--- config.mk ---
export PLATFORM = sky130hd
export DESIGN_NAME = ahb_sram_slave_flat
export DESIGN_NICKNAME = d
export VERILOG_FILES = /design/src/rtl/ahb_sram_slave_if.sv /design/src/rtl/ahb_sram_slave.sv /design/src/flat_wrapper.sv
export SDC_FILE = /design/constraint.sdc
export NUM_CORES = 1
export LEC_CHECK = 0
export CAP_MARGIN = 40
export CORE_ASPECT_RATIO = 0.7
export CORE_MARGIN = 2
export CORE_UTILIZATION = 50
export CTS_BUF_LIST = sky130_fd_sc_hd__clkbuf_8
export DETAILED_ROUTE_END_ITERATION = 7
export PLACE_DENSITY = 0.75
export REMOVE_ABC_BUFFERS = 1
export SLEW_MARGIN = 30
export SYNTH_ARGS = -nofsm -noshare
export SYNTH_HDL_FRONTEND = slang
export SYNTH_SLANG_ARGS = --single-unit
--- constraint.sdc ---
create_clock -name HCLK -period 6.5 [get_ports HCLK]
set_clock_uncertainty 0.15 [all_clocks]
set_input_delay 0.65 -clock HCLK [delete_from_list [all_inputs] [get_ports HCLK]]
set_output_delay 0.65 -clock HCLK [all_outputs]
set_load 0.03 [all_outputs]
--- src/rtl/ahb_sram_slave_if.sv ---
// AHB-Lite bus bundle for ahb_sram_slave; HPROT is present only when AHB_SRAM_PROT_EN is defined.
interface ahb_sram_slave_if;
  logic        HSEL;
  logic [31:0] HADDR;
  logic [1:0]  HTRANS;
  logic        HWRITE;
  logic [2:0]  HSIZE;
  logic [31:0] HWDATA;
  logic        HREADY;
  logic [31:0] HRDATA;
  logic        HREADYOUT;
  logic        HRESP;
`ifdef AHB_SRAM_PROT_EN
  logic [3:0]  HPROT;

  modport master (
    output HSEL, HADDR, HTRANS, HWRITE, HSIZE, HWDATA, HREADY, HPROT,
    input  HRDATA, HREADYOUT, HRESP
  );
  modport slave (
    input  HSEL, HADDR, HTRANS, HWRITE, HSIZE, HWDATA, HREADY, HPROT,
    output HRDATA, HREADYOUT, HRESP
  );
`else
  modport master (
    output HSEL, HADDR, HTRANS, HWRITE, HSIZE, HWDATA, HREADY,
    input  HRDATA, HREADYOUT, HRESP
  );
  modport slave (
    input  HSEL, HADDR, HTRANS, HWRITE, HSIZE, HWDATA, HREADY,
    output HRDATA, HREADYOUT, HRESP
  );
`endif
endinterface

--- src/rtl/ahb_sram_slave.sv ---
// AHB-Lite scratch RAM slave: pipelined address/data phases, wait states, two-cycle ERROR.
// Define AHB_SRAM_PROT_EN to block user-mode writes to the upper half of memory via HPROT[1].
module ahb_sram_slave #(
  parameter int unsigned DEPTH       = 16,
  parameter int unsigned WAIT_STATES = 0,
  parameter int unsigned WIN_AW      = 16
) (
  input logic             HCLK,
  input logic             HRESETn,
  ahb_sram_slave_if.slave bus
);

  localparam int unsigned AW = $clog2(DEPTH);

  typedef enum logic [1:0] {StIdle, StWait, StErr1, StErr2} state_e;

  state_e         state_q, state_d;
  logic [3:0]     cnt_q, cnt_d;
  logic           hreadyout_q, hreadyout_d;
  logic           hresp_q, hresp_d;
  logic [31:0]    rdata_q, rdata_d;
  logic           pend_q, pend_d;
  logic           write_q, write_d;
  logic [AW-1:0]  idx_q, idx_d;
  logic [3:0]     be_q, be_d;

  logic [31:0]    mem_q [DEPTH];

  logic              accept;
  logic [AW-1:0]     a_idx;
  logic [3:0]        a_be;
  logic              a_err;
  logic              a_oor;
  logic [WIN_AW-1:0] win_addr;
  logic              commit;
  logic              rd_load;
  logic [AW-1:0]     rd_idx;
  logic [31:0]       rd_word;

  assign accept   = bus.HSEL && bus.HREADY && bus.HTRANS[1];
  assign a_idx    = bus.HADDR[AW+1:2];
  assign win_addr = bus.HADDR[WIN_AW-1:0];
  assign a_oor    = (win_addr >> (AW + 2)) != '0;

  always_comb begin
    a_be = 4'b1111;
    unique case (bus.HSIZE)
      3'd0:    a_be = 4'b0001 << bus.HADDR[1:0];
      3'd1:    a_be = bus.HADDR[1] ? 4'b1100 : 4'b0011;
      default: a_be = 4'b1111;
    endcase
  end

  always_comb begin
    a_err = a_oor || (bus.HSIZE > 3'd2) ||
            ((bus.HSIZE == 3'd1) && bus.HADDR[0]) ||
            ((bus.HSIZE == 3'd2) && (bus.HADDR[1:0] != 2'b00));
`ifdef AHB_SRAM_PROT_EN
    // User-mode writes may not touch the upper half of the array.
    if (bus.HWRITE && !bus.HPROT[1] && a_idx[AW-1]) a_err = 1'b1;
`endif
  end

  // Only an OKAY transfer in its final (ready) data cycle may write memory.
  assign commit = (state_q == StIdle) && pend_q && write_q;

  always_comb begin
    state_d     = state_q;
    cnt_d       = cnt_q;
    hreadyout_d = hreadyout_q;
    hresp_d     = hresp_q;
    pend_d      = pend_q;
    write_d     = write_q;
    idx_d       = idx_q;
    be_d        = be_q;
    rd_load     = 1'b0;
    rd_idx      = a_idx;
    case (state_q)
      StIdle, StErr2: begin
        state_d     = StIdle;
        hreadyout_d = 1'b1;
        hresp_d     = 1'b0;
        pend_d      = 1'b0;
        if (accept) begin
          write_d = bus.HWRITE;
          idx_d   = a_idx;
          be_d    = a_be;
          if (a_err) begin
            state_d     = StErr1;
            hreadyout_d = 1'b0;
            hresp_d     = 1'b1;
          end else begin
            pend_d = 1'b1;
            if (WAIT_STATES != 0) begin
              state_d     = StWait;
              cnt_d       = 4'(WAIT_STATES);
              hreadyout_d = 1'b0;
            end else begin
              rd_load = !bus.HWRITE;
            end
          end
        end
      end
      StWait: begin
        rd_idx = idx_q;
        if (cnt_q == 4'd1) begin
          state_d     = StIdle;
          hreadyout_d = 1'b1;
          rd_load     = !write_q;
        end else begin
          cnt_d = cnt_q - 4'd1;
        end
      end
      StErr1: begin
        state_d     = StErr2;
        hreadyout_d = 1'b1;
        hresp_d     = 1'b1;
      end
      default: begin
        state_d     = StIdle;
        hreadyout_d = 1'b1;
        hresp_d     = 1'b0;
        pend_d      = 1'b0;
      end
    endcase
  end

  // A write committing on the same edge as a read of that word forwards its lanes.
  always_comb begin
    rd_word = mem_q[rd_idx];
    if (commit && (idx_q == rd_idx)) begin
      for (int i = 0; i < 4; i++) begin
        if (be_q[i]) rd_word[8*i +: 8] = bus.HWDATA[8*i +: 8];
      end
    end
    rdata_d = rd_load ? rd_word : rdata_q;
  end

  always_ff @(posedge HCLK or negedge HRESETn) begin
    if (!HRESETn) begin
      state_q     <= StIdle;
      cnt_q       <= 4'd0;
      hreadyout_q <= 1'b1;
      hresp_q     <= 1'b0;
      rdata_q     <= 32'd0;
      pend_q      <= 1'b0;
      write_q     <= 1'b0;
      idx_q       <= '0;
      be_q        <= 4'd0;
    end else begin
      state_q     <= state_d;
      cnt_q       <= cnt_d;
      hreadyout_q <= hreadyout_d;
      hresp_q     <= hresp_d;
      rdata_q     <= rdata_d;
      pend_q      <= pend_d;
      write_q     <= write_d;
      idx_q       <= idx_d;
      be_q        <= be_d;
    end
  end

  always_ff @(posedge HCLK) begin
    if (commit) begin
      for (int i = 0; i < 4; i++) begin
        if (be_q[i]) mem_q[idx_q][8*i +: 8] <= bus.HWDATA[8*i +: 8];
      end
    end
  end

  assign bus.HRDATA    = rdata_q;
  assign bus.HREADYOUT = hreadyout_q;
  assign bus.HRESP     = hresp_q;

  logic unused_bits;
`ifdef AHB_SRAM_PROT_EN
  assign unused_bits = ^{bus.HADDR[31:WIN_AW], bus.HTRANS[0], bus.HPROT[3:2], bus.HPROT[0]};
`else
  assign unused_bits = ^{bus.HADDR[31:WIN_AW], bus.HTRANS[0]};
`endif

endmodule

--- src/flat_wrapper.sv ---
// flat-port wrapper written by rule: the top's interface ports become plain ports
module ahb_sram_slave_flat 
#(
  parameter int unsigned DEPTH       = 16,
  parameter int unsigned WAIT_STATES = 0,
  parameter int unsigned WIN_AW      = 16
)
  (HCLK, HRESETn, bus_HSEL, bus_HADDR, bus_HTRANS, bus_HWRITE, bus_HSIZE, bus_HWDATA, bus_HREADY, bus_HRDATA, bus_HREADYOUT, bus_HRESP);
  ahb_sram_slave_if bus_i ();
  input logic HCLK;
  input logic HRESETn;
  input wire logic [$bits(bus_i.HSEL)-1:0] bus_HSEL;
  input wire logic [$bits(bus_i.HADDR)-1:0] bus_HADDR;
  input wire logic [$bits(bus_i.HTRANS)-1:0] bus_HTRANS;
  input wire logic [$bits(bus_i.HWRITE)-1:0] bus_HWRITE;
  input wire logic [$bits(bus_i.HSIZE)-1:0] bus_HSIZE;
  input wire logic [$bits(bus_i.HWDATA)-1:0] bus_HWDATA;
  input wire logic [$bits(bus_i.HREADY)-1:0] bus_HREADY;
  output wire logic [$bits(bus_i.HRDATA)-1:0] bus_HRDATA;
  output wire logic [$bits(bus_i.HREADYOUT)-1:0] bus_HREADYOUT;
  output wire logic [$bits(bus_i.HRESP)-1:0] bus_HRESP;
  assign bus_i.HSEL = bus_HSEL;
  assign bus_i.HADDR = bus_HADDR;
  assign bus_i.HTRANS = bus_HTRANS;
  assign bus_i.HWRITE = bus_HWRITE;
  assign bus_i.HSIZE = bus_HSIZE;
  assign bus_i.HWDATA = bus_HWDATA;
  assign bus_i.HREADY = bus_HREADY;
  assign bus_HRDATA = bus_i.HRDATA;
  assign bus_HREADYOUT = bus_i.HREADYOUT;
  assign bus_HRESP = bus_i.HRESP;
  ahb_sram_slave #(.DEPTH(DEPTH), .WAIT_STATES(WAIT_STATES), .WIN_AW(WIN_AW)) u_core (.HCLK(HCLK), .HRESETn(HRESETn), .bus(bus_i));
endmodule
==> results.cfg, run 1 <==
[sta]
timing.hold.ws_ns = 0.337
fin_crit_ns = 3.38
maxSlewViolCount = 0
tns_ns = 0
finalSetupViolCount = 0
finalWorstSetupSlack_ns = 3.12
rsz0062_at_grt = false
fmax_mhz = 296
relSlewSlack = 0.381
final_hold_viol_count = 0
worst_pin_slew_ns = 0.928
fin_crit_sh = 0.520

[logic_synthesis]
avgSynthCellArea_um2 = 11.5
ys_async_sr_fraction = 0.0890
synth-edff-count = 512
ys_ff_latch = 562
synth-adder-area-share = 0.00296
yosys.area.top_type = edfxtp_1
yosysTopAreaCellShare = 0.606
netlist_area_um2 = 25400
synth_area_leaders = edfxtp_1 (61%), nor2b_1 (6.4%), o22ai_1 (6.3%), a21oi_1 (5.0%), dfrtp_1 (4.8%)
ys_seq_area_frac = 0.656
synth_commonest_cells = edfxtp_1 (512), nor2b_1 (261), o22ai_1 (255), a21oi_1 (251), inv_1 (137)
synth-simple-area-share = 0.123
synth_xor_area_frac = 0.00242
synth_flop_cell = edfxtp_1
synth_compound_area_frac = 0.169
synth_cell_types = 39
synth-warning-count = 0
synth_top_family_by_area = compound AO/OA/AOI/OAI gates
synth_most_common_cell = edfxtp_1
syn_inst = 2202
muxShareOfSynthArea = 0

[clocking]
cts_buffer_depth = 3
cts_setup_buffers = 0
clk_latency_ns = 0.67
htree_levels = 3
clkSinkCount = 562
path_clk_slew_ns = 0.07
tritoncts = built
ctsHoldBuffers = 1
root_buffer = clkbuf_8
post_cts_resized = 0
cts_buffers = 82

[global_route]
grt_pass1_wl_um = 106000
grt.total_usage = 0.266
grt_pass1_vias = 18549
grt_max_degree = 110
antenna_found_initial = 0
grt_overflow = 0

[setup_path]
rr_endpoint = u_core.bus.HRDATA[30]
arrival_ns = 3.74
endpoint_kind = flip-flop
critical_path_class = flip-flop to flip-flop
worst_ep_required_time_ns = 6.86
reg2regPathDepth = 10
startpoint_type = flip-flop
worstPathMaxFanout = 48
r2r_slack_ns = 3.12
timing.rr.start = u_core.state_q[1]

[hold_path]
min_to = u_core.cnt_q[3]
hold_start = u_core.cnt_q[3]
hold-path-cell-count = 1
hold_path_class = flip-flop to flip-flop

[floorplanning]
ios = 108
core_area_um2 = 50400
start_util = 0.503
fp-row-count = 69
die_h_um = 192
die_w_um = 273
die_area_um2 = 52600

[routing]
wl_per_cell_um = 23.5
vias_per_cell = 6.28
vias = 18965
drtIter0Drc = 2814
post-route-drc-count = 0
postRouteAntennaNets = 0
wirelength_um = 70800
firstDrtPassIters = 7

[placed_design]
dp_slack_ns = 2.72
hpwl_um = 41300
io_buffers = 90
gp_congestion = 0.819
place_area_um2 = 27100
placed_cells = 2851

[cells_and_area]
design_area_um2 = 28800
final_cells = 3018
diodes = 0
drive_gt1_frac = 0.0951
syn_to_final_growth_pct = 13.7
final_nets = 2356

[status]
status = finished clean

[power]
power.leakage_nw = 9.82
p_per_area_nw_per_um2 = 334
max-vdd-ir-drop_v = 0.000224

[run]
cap_violations = 0
## worst max-delay path: stages (launching register included)
cell and delay [ns]:
dfrtp_1 0.39, inv_1 0.14, ha_1 0.30, buf_6 0.23, nand2b_4 0.52, buf_4 0.64
a21oi_1 0.11, o22ai_1 0.24, a31oi_1 0.20, nand4_1 0.18, a31oi_1 0.09
## state kept, by name, indices dropped and copies added, names as in the netlist
signal,flops
u_core.idx_q,4
u_core.state_q,2
u_core.write_q,1
u_core.be_q,4
u_core.bus.HREADYOUT,1
u_core.cnt_q,4
u_core.bus.HRDATA,32
u_core.pend_q,1
u_core.bus.HRESP,1
u_core.mem_q,512
## per-stage QoR
step | util | total power, mW
5_1_grt | 0.572 | 10.0
4_1_cts | 0.569 | 9.57
3_5_place_dp | 0.537 | 6.87
3_3_place_gp | 0.529 | 6.75
2_1_floorplan | - | 6.00
6_report | 0.572 | 9.63
## report_power, final
| group | switching (mW) | internal (mW) |
|---|---|---|
| sequential | 0.190 | 4.08 |
| combinational | 1.65 | 0.952 |
| clock | 1.36 | 1.40 |
| total | 3.20 | 6.43 |
## layer usage
layer	up-vias	share of wire	global-route usage
li1	8381	-	-
met1	9233	0.40	0.368
met2	1183	0.46	0.417
met3	168	0.11	0.0499
met4	0	0.030	0.106
met5	-	0	0
## cell usage in the layout, fill, tap and decap left out, types with 8 or more instances in the layout
master / instances
nand3_1: 105
buf_6: 10
clkbuf_8: 97
nand2_1: 65
clkdlybuf4s50_1: 88
inv_1: 163
o21ai_0: 74
a31oi_1: 67
a21oi_1: 251
dfrtp_1: 48
clkinv_2: 8
nand4_1: 34
edfxtp_1: 512
nor2b_1: 261
nor2_2: 33
o22ai_1: 255
nor2_1: 79
buf_4: 47
a22oi_1: 64
clkinv_1: 18
## cells by family (layout without fill, tap and decap cells)
group / Yosys count / in the layout
buf+inv: 307 / 449
simple gates: 591 / 591
flops: 562 / 562
xor+xnor: 7 / 7
compound gates: 729 / 729
fa+ha+maj: 6 / 6
## layout make-up
cell class / instances / area [µm²]
tap: 674 / 843
clock inverter: 55 / 251
timing repair buffer: 160 / 1580
sequential: 562 / 16600
clock buffer: 97 / 1340
fill: 4020 / 21600
multi-input combinational: 1333 / 7670
inverter: 137 / 514
## worst max-delay path by stage
stage / from / end / slack, ns
after floorplan: u_core.state_q[0] / u_core.bus.HRDATA[0] / -4.65
after global placement: bus_HADDR[2] / u_core.bus.HRDATA[24] / 2.73
after detailed placement: bus_HSIZE[0] / u_core.bus.HRDATA[18] / 2.72
after CTS: u_core.state_q[1] / u_core.bus.HRDATA[8] / 2.82
after global routing: u_core.state_q[1] / u_core.bus.HRDATA[8] / 2.92
final: u_core.state_q[1] / u_core.bus.HRDATA[30] / 3.12
(Power assumes the default switching activity.)
==> inputs of run 2 (changes only) <==
- clock period: 6.5 -> 3.2 ns (I/O delays scaled with it)
==> run 2 against run 1 <==
  * Clock power increased by 110%
  * Maximum frequency increased by 14%
  * Total power grew 110%
  * Flip-flop and latch count did not move
  * Utilization rose by 0.86 points
  * Critical endpoint is now u_core.bus.HRDATA[20]
==> results.cfg, run 2 (same netlist as run 1, synthesis figures left out) <==
[status]
status = finished clean

[sta]
finalWorstSetupSlack_ns = 0.246
fin_crit_sh = 0.923
finalSetupViolCount = 0
fin_crit_ns = 2.95
maxSlewViolCount = 0
relSlewSlack = 0.452
worst_pin_slew_ns = 0.822
timing.hold.ws_ns = 0.0524
rsz0062_at_grt = false
final_hold_viol_count = 0
fmax_mhz = 339

[placed_design]
gp_congestion = 0.874
dp_slack_ns = 0.387
io_buffers = 90
placed_cells = 2918
hpwl_um = 41700
place_area_um2 = 27600

[hold_path]
hold_path_class = primary input to asynchronous set/reset pin

[routing]
routed-wl-met2_um = 33200
postRouteAntennaNets = 0
vias_per_cell = 6.25
firstDrtPassIters = 7
vias = 19252
dr_wl_met3_um = 7580
top_layer_used = met4
post-route-drc-count = 0
wirelength_um = 71400
wl_met1_um = 28500
wl_per_cell_um = 23.2
drtIter0Drc = 2537

[power]
power.leakage_nw = 10.2
p_per_area_nw_per_um2 = 678
max-vdd-ir-drop_v = 0.000483

[setup_path]
arrival_ns = 3.34
critical_path_class = flip-flop to flip-flop
crit_path_end = u_core.bus.HRDATA[20]
reg2regPathDepth = 9
r2r_slack_ns = 0.25
startpoint_type = flip-flop
rr_endpoint = u_core.bus.HRDATA[20]
worstPathMaxFanout = 13
worst_ep_required_time_ns = 3.59
endpoint_kind = flip-flop
startpoint = u_core.state_q[1]
timing.rr.start = u_core.state_q[1]

[cells_and_area]
final_util = 0.580
largest_reg_flops = 512
final_nets = 2411
nFillCells = 4022
drive_gt1_frac = 0.102
final_common_cell = edfxtp_1
final_cells = 3078
multi_input_area_um2 = 7590
design_area_um2 = 29300
largest_register = u_core.mem_q
syn_to_final_growth_pct = 15.4
final_cell_mix = edfxtp_1 (512), nor2b_1 (261), o22ai_1 (255)
ff_latch_area_um2 = 16600

[global_route]
grt_pass1_vias = 18619
grt_overflow = 0
grt.total_usage = 0.269
grt_pass1_wl_um = 107000
grt_max_degree = 110
antenna_found_initial = 2

[clocking]
clkSinkCount = 562
root_buffer = clkbuf_8
clk_latency_ns = 0.67
htree_levels = 3
cts_buffer_depth = 3
tritoncts = built
post_cts_resized = 0
path_clk_slew_ns = 0.07
cts_buffers = 84

[floorplanning]
start_util = 0.503
fp-row-count = 69
ios = 108
die_w_um = 273
core_area_um2 = 50400
die_area_um2 = 52600
die_h_um = 192

[run]
cap_violations = 0
-- run 2: cell types whose count changed in the layout (fill, tap and decap cells not counted), moves of 4 or more --
cell	change
buf_12	+16
buf_16	-4
buf_4	+56
buf_6	-9
clkbuf_4	-5
inv_6	+4
nor2_1	+33
nor2_2	-33
-- run 2: layer usage --
metal	vias up	GRT usage
li1	8508	-
met1	9375	0.373
met2	1198	0.424
met3	171	0.0557
met4	0	0.0979
met5	-	0
-- run 2: cell type report --
class / instances / share of cell area
multi-input cells: 1333 / 0.259
clock buffers: 95 / 0.0447
clock inverters: 62 / 0.0108
diodes: 2 / 0.000171
flip-flops and latches: 562 / 0.568
repair buffers: 213 / 0.0704
well taps: 674 / 0.0288
inverters: 137 / 0.0176
-- run 2: worst min-delay path by stage --
stage / to / from / slack, ns
floorplan: u_core.be_q[0] / HRESETn / -0.13
global placement: u_core.bus.HRDATA[10] / HRESETn / 0.22
detailed placement: u_core.bus.HRDATA[10] / HRESETn / 0.23
CTS: u_core.bus.HRDATA[10] / HRESETn / 0.05
global route: u_core.bus.HRDATA[10] / HRESETn / 0.07
finish: u_core.bus.HRDATA[10] / HRESETn / 0.05
-- run 2: through the flow --
step / power [mW] / TNS [ns]
after floorplan: 12.2 / -1139.00
after global placement: 14.0 / 0
after detailed placement: 14.2 / 0
after CTS: 19.8 / 0
after global routing: 20.6 / 0
final: 19.8 / 0
-- run 2: worst max-delay path, stage by stage, from the launching register on --
cell	delay, ns
dfrtp_1	0.37
inv_1	0.10
ha_1	0.34
buf_4	0.22
nor2_1	0.15
a22o_1	0.70
buf_4	0.40
a31oi_1	0.18
nand4_1	0.13
a31oi_1	0.08
-- run 2: timing repair --
action,CTS,global route
hold endpoints to repair,19,0
setup buffers,0,0
hold buffers,1,0
-- run 2: power breakdown --
part           total, mW  leakage [nW]  internal (mW)  switching, mW
Clock               5.70         0.941           2.89           2.81
Sequential          8.57          5.15           8.29          0.280
Combinational       5.57          4.07           2.07           3.50
